==> src/rtl/datapath_rtype_pipe.sv <==
// Two-stage (decode/execute) R-type datapath with valid/ready flow control,
// operand forwarding at accept, illegal-instruction flagging and a retire counter.
module datapath_rtype_pipe #(
    parameter int unsigned DATA_W     = 32,
    parameter int unsigned REG_ADDR_W = 5,
    parameter int unsigned CNT_W      = 16
) (
    input  logic                  clk,
    input  logic                  rst,
    input  logic                  instr_valid,
    output logic                  instr_ready,
    input  logic [31:0]           instr,
    output logic                  res_valid,
    input  logic                  res_ready,
    output logic [DATA_W-1:0]     res_data,
    output logic [REG_ADDR_W-1:0] res_rd,
    output logic                  zf,
    output logic                  illegal,
    output logic [CNT_W-1:0]      retired_cnt
);

    localparam int NumRegs = 1 << REG_ADDR_W;

    localparam logic [5:0] FnAdd = 6'h20;
    localparam logic [5:0] FnSub = 6'h22;
    localparam logic [5:0] FnAnd = 6'h24;
    localparam logic [5:0] FnOr  = 6'h25;
    localparam logic [5:0] FnNor = 6'h27;
    localparam logic [5:0] FnSlt = 6'h2A;

    logic [DATA_W-1:0]     rf_q [NumRegs];

    logic                  d_valid_q;
    logic                  d_legal_q;
    logic [5:0]            d_funct_q;
    logic [REG_ADDR_W-1:0] d_rd_q;
    logic [DATA_W-1:0]     d_a_q;
    logic [DATA_W-1:0]     d_b_q;

    logic                  e_valid_q;
    logic [DATA_W-1:0]     e_data_q;
    logic [REG_ADDR_W-1:0] e_rd_q;
    logic                  e_zf_q;
    logic                  e_illegal_q;
    logic [CNT_W-1:0]      cnt_q;
    logic [CNT_W-1:0]      cnt_d;

    logic [REG_ADDR_W-1:0] in_rs;
    logic [REG_ADDR_W-1:0] in_rt;
    logic [REG_ADDR_W-1:0] in_rd;
    logic [5:0]            in_funct;
    logic                  in_legal;
    logic [DATA_W-1:0]     op_a;
    logic [DATA_W-1:0]     op_b;
    logic [DATA_W-1:0]     d_alu;
    logic                  e_handoff;
    logic                  d_adv;
    logic                  accept;
    logic                  unused_instr;

    assign in_rs    = instr[21 +: REG_ADDR_W];
    assign in_rt    = instr[16 +: REG_ADDR_W];
    assign in_rd    = instr[11 +: REG_ADDR_W];
    assign in_funct = instr[5:0];
    assign unused_instr = ^instr;

    assign e_handoff   = e_valid_q && res_ready;
    assign d_adv       = d_valid_q && (!e_valid_q || e_handoff);
    assign instr_ready = !d_valid_q || d_adv;
    assign accept      = instr_valid && instr_ready;
    assign cnt_d       = cnt_q + CNT_W'(1);

    always_comb begin
        in_legal = 1'b0;
        if (instr[31:26] == 6'h00) begin
            case (in_funct)
                FnAdd, FnSub, FnAnd, FnOr, FnNor, FnSlt: in_legal = 1'b1;
                default:                                 in_legal = 1'b0;
            endcase
        end
    end

    always_comb begin
        d_alu = '0;
        if (d_legal_q) begin
            case (d_funct_q)
                FnAdd:   d_alu = d_a_q + d_b_q;
                FnSub:   d_alu = d_a_q - d_b_q;
                FnAnd:   d_alu = d_a_q & d_b_q;
                FnOr:    d_alu = d_a_q | d_b_q;
                FnNor:   d_alu = ~(d_a_q | d_b_q);
                FnSlt:   d_alu = {{(DATA_W-1){1'b0}}, $signed(d_a_q) < $signed(d_b_q)};
                default: d_alu = '0;
            endcase
        end
    end

    // Newest producer wins: D-stage ALU, then E-stage result, then the register file.
    always_comb begin
        op_a = rf_q[in_rs];
        if (d_valid_q && d_legal_q && d_rd_q == in_rs && d_rd_q != '0) begin
            op_a = d_alu;
        end else if (e_valid_q && !e_illegal_q && e_rd_q == in_rs && e_rd_q != '0) begin
            op_a = e_data_q;
        end
        op_b = rf_q[in_rt];
        if (d_valid_q && d_legal_q && d_rd_q == in_rt && d_rd_q != '0) begin
            op_b = d_alu;
        end else if (e_valid_q && !e_illegal_q && e_rd_q == in_rt && e_rd_q != '0) begin
            op_b = e_data_q;
        end
    end

    always_ff @(posedge clk) begin
        if (rst) begin
            for (int i = 0; i < NumRegs; i++) begin
                rf_q[i] <= DATA_W'(i);
            end
            d_valid_q   <= 1'b0;
            d_legal_q   <= 1'b0;
            d_funct_q   <= '0;
            d_rd_q      <= '0;
            d_a_q       <= '0;
            d_b_q       <= '0;
            e_valid_q   <= 1'b0;
            e_data_q    <= '0;
            e_rd_q      <= '0;
            e_zf_q      <= 1'b0;
            e_illegal_q <= 1'b0;
            cnt_q       <= '0;
        end else begin
            if (e_handoff) begin
                cnt_q <= cnt_d;
                if (!e_illegal_q && e_rd_q != '0) begin
                    rf_q[e_rd_q] <= e_data_q;
                end
            end

            if (d_adv) begin
                e_valid_q   <= 1'b1;
                e_data_q    <= d_alu;
                e_rd_q      <= d_rd_q;
                e_zf_q      <= d_legal_q && (d_alu == '0);
                e_illegal_q <= !d_legal_q;
            end else if (e_handoff) begin
                e_valid_q <= 1'b0;
            end

            if (accept) begin
                d_valid_q <= 1'b1;
                d_legal_q <= in_legal;
                d_funct_q <= in_funct;
                d_rd_q    <= in_rd;
                d_a_q     <= op_a;
                d_b_q     <= op_b;
            end else if (d_adv) begin
                d_valid_q <= 1'b0;
            end
        end
    end

    assign res_valid   = e_valid_q;
    assign res_data    = e_data_q;
    assign res_rd      = e_rd_q;
    assign zf          = e_zf_q;
    assign illegal     = e_illegal_q;
    assign retired_cnt = cnt_q;

endmodule
==> config.mk <==
export PLATFORM = sky130hd
export DESIGN_NAME = datapath_rtype_pipe
export DESIGN_NICKNAME = d
export VERILOG_FILES = /design/src/rtl/datapath_rtype_pipe.sv
export SDC_FILE = /design/constraint.sdc
export NUM_CORES = 2
export LEC_CHECK = 0
export BUFFER_PORTS_ARGS = -buffer_cell sky130_fd_sc_hd__buf_2
export CORE_AREA = 3 3 666 337
export CTS_CLUSTER_DIAMETER = 200
export CTS_CLUSTER_SIZE = 10
export DETAILED_ROUTE_END_ITERATION = 7
export DIE_AREA = 0 0 669 340
export HOLD_SLACK_MARGIN = 0.06
export SKIP_LAST_GASP = 1
export SLEW_MARGIN = 20
export SYNTH_ARGS = -nofsm -noshare
export SYNTH_HDL_FRONTEND = slang
export SYNTH_SLANG_ARGS = --single-unit
==> constraint.sdc <==
create_clock -name clk -period 9.3 [get_ports clk]
set_input_delay 0.93 -clock clk [delete_from_list [all_inputs] [get_ports clk]]
set_output_delay 0.93 -clock clk [all_outputs]
set_load 0.01 [all_outputs]
==> impl_metrics.toml <==
[run_status]
status = "complete, no violations"

[cts]
post-cts-setup-buffers = 0
numCtsBuffers = 133
cts_root_buf = "clkbuf_16"
cts_resized = 0
cts.reportedPaths.clkPinSlew_ps = 60
insertion_delay_ps = 780
numClockSinks = 1157
clock_path_buffers = 3
cts_tree = "done"
ctsHoldBuffers = 0
htree_num_levels = 4

[power]
pwr-share-clk_pct = 38.9
power_density_mw_per_mm2 = 169
vdd_drop_max_v = 0.000189
power_switching_mw = 3.23
power_mw = 12.4
power_switching_share_pct = 26.0
p_seq_share_pct = 47.7
power.internal_mw = 9.18
p_comb_share_pct = 13.4
power_leakage_nw = 25.2

[min_path]
hold_path.class = "input port to flop"
worstHoldStart = "instr[14]"
holdPathEnd = "d_rd_q[3]$_SDFFE_PP0P_"
holdPathStages = 3

[synthesis]
synthArstFlopShare_pct = 0
synthDistinctLibCells = 96
netlist_instances = 4828
ys_warn_count = 0
ys_ff_latch = 1157
synth_edf_count = 1024
synth_top_area_cell = "edfxtp_1"
ys_seq_area_share_pct = 50.8
yosys-top-cells-area = "edfxtp_1, mux4_2, and2_1"
synth_top_area_share_pct = 46.8
avgSynthCellArea_um2 = 13.6
ys.flop_type = "edfxtp_1"
syn_area_mm2 = 0.0657

[timing]
relSlewSlack_pct = 21.4
holdWs_ps = 420
finalClockSkew_ps = 24.5
setup_viol = 0
fin_tns_setup_ps = 0
max_freq_mhz = 192
finalCriticalPeriod_ps = 5200
hold_violations = 0
worst_pin_slew_ps = 1170
period_share_pct = 55.9
final_max_slew_viol_count = 0
rsz0062_at_grt = "false"

[global_route]
grt_use_total_pct = 19.6
overflow = 0
antenna_found_initial = 21
first_global_vias = 42263
grt_pass1_wl_um = 321000
grt_max_degree = 105

[critical_path]
arrival_ps = 5820
crit_fanout = 4
cp-end-kind = "flop"
crit_type = "flop to flop"
r2r-start = "d_b_q[0]$_SDFFE_PP0P_"
ff2ff_setup_slack_ps = 4100
reg2regPathDepth = 12
startpoint_type = "flop"
r2r-end = "d_a_q[16]$_SDFFE_PP0P_"
cp.required_ps = 9920

[route]
wl_per_cell_um = 29.5
wl_um = 227000
ant_nets = 0
drc_errors = 0
vias_per_cell = 5.73
vias = 44074
dr.pass1.iters = 5
drt_iter0_drc = 6533

[die]
fp.dieH_um = 340
fp.dieW_um = 669
io_pins = 93
core_mm2 = 0.218
die-area_mm2 = 0.227
fp-row-count = 121
start_util_pct = 30.1

[layout]
syn_to_final_growth_pct = 12.0
layoutNonFillerInstCount = 7697
final_nets = 4882
final_area_mm2 = 0.0736
drive_above_1_share_pct = 23.6
fillers = 21058

[job]
maxCapViolCount = 0

[placement]
place_inst = 7495
place_area_mm2 = 0.0698
dp_hpwl_um = 136000
io_buffers = 87
gp_congestion = 0.877
cells in the mapped netlist, types with 7 or more instances:
cell         n
edfxtp_1  1024
and2_1     920
mux4_2     640
clkbuf_1   387
nor2_1     266
nand2_1    176
a21oi_1    150
dfxtp_1    133
o21ai_0    117
ha_1       104
inv_1       97
or3_1       97
mux2i_1     79
a211oi_1    73
buf_1       67
o211ai_1    61
nand3_1     40
xnor2_1     27
nor3_1      26
xor2_1      25
a221oi_1    22
buf_2       22
nand2b_1    17
a21o_1      16
a221o_1     16
nand4_1     14
nor2b_1     13
a31oi_1     11
and3_1      11
o31ai_1     10
nor4_1       9
o21bai_1     9
o21a_1       8
nand3b_1     7
nor3b_1      7
o221ai_1     7
cell families after synthesis:
| kind of cell | count (synthesis) | share of synthesized area (%) |
|---|---|---|
| simple gates | 1637 | 13.9 |
| flops | 1157 | 50.8 |
| mux | 722 | 23.2 |
| buf+inv | 586 | 3.49 |
| compound gates | 567 | 5.80 |
| fa+ha+maj | 106 | 2.04 |
| xor+xnor | 52 | 0.693 |
| other cells | 1 | 0.00571 |
area by class of cell:
class                      count  area [um2]  share of cell area [%]
sequential                  1157       33400                    45.4
clock buffer                 182        3640                    4.94
multi-input combinational   3116       30800                    41.8
inverter                      98         368                   0.500
antenna                       11        27.5                  0.0374
clock inverter                 9         116                   0.158
timing repair buffer         234        1680                    2.28
tap                         2890        3620                    4.91
power by group through the flow:
stage | clock network, mW | logic, mW | registers (mW)
after floorplan | 0 | 1.10 | 6.00
after global placement | 0 | 1.62 | 6.01
after detailed placement | 0 | 1.63 | 6.02
after CTS | 4.88 | 1.63 | 5.92
after global routing | 5.09 | 1.74 | 5.94
final | 4.83 | 1.66 | 5.92
per-layer routing:
metal / part of all wire, % / global-route usage [%]
met5: 0.012 / 0
met4: 4.1 / 7.80
met3: 11 / 4.16
met2: 45 / 30.2
met1: 40 / 27.0
worst max path at each step:
stage	start	endpoint	slack, ps	cells past startpoint
floorplan	rst	rf_q[3][0]$_SDFFCE_PN1P_	4500	6
global placement	instr[16]	d_b_q[3]$_SDFFE_PP0P_	4160	11
detailed placement	instr[16]	d_b_q[3]$_SDFFE_PP0P_	4200	11
CTS	d_b_q[0]$_SDFFE_PP0P_	zf$_SDFFE_PP0P_	4450	13
global route	d_b_q[0]$_SDFFE_PP0P_	zf$_SDFFE_PP0P_	4020	13
finish	d_b_q[0]$_SDFFE_PP0P_	d_a_q[16]$_SDFFE_PP0P_	4100	12
registers in the layout, indices dropped and copies added, names as in the netlist:
register	flops
res_rd	5
d_valid_q	1
rf_q	1024
res_data	32
zf	1
d_a_q	32
res_valid	1
d_b_q	32
d_funct_q	6
d_legal_q	1
retired_cnt	16
d_rd_q	5
illegal	1
worst max-delay path, cell delays in order, from the launching register on:
cell and delay [ps]:
dfxtp_1 330, ha_1 230, fa_1 430, a211oi_1 500, o21ai_1 240, a2111oi_1 840, nor3_1 230, a221oi_1 320
a21oi_1 120, o21ai_0 920, o21ai_0 590, nor2_1 240, a211oi_1 70
per-stage QoR:
step / setup WS (ps) / utilization (%)
floorplan: 4500 / -
global placement: 4160 / 32.0
detailed placement: 4200 / 32.0
CTS: 4450 / 33.8
global route: 4020 / 33.8
finish: 4100 / 33.8
placed cells by master (no fill, tap or decap), drive strengths merged, types with 17 or more instances in the layout:
cell type     n
xor2         25
inv         102
a221oi       22
dfxtp       133
or3          98
mux4        640
nor3         27
o211ai       61
clkbuf      182
mux2i        79
and2        922
ha          104
o21ai       119
nor2        266
edfxtp     1024
nand2b       17
nand3        42
conb         32
a21oi       150
xnor2        27
a211oi       75
nand2       176
buf         234
No activity file was read; power rests on OpenSTA's default activity.
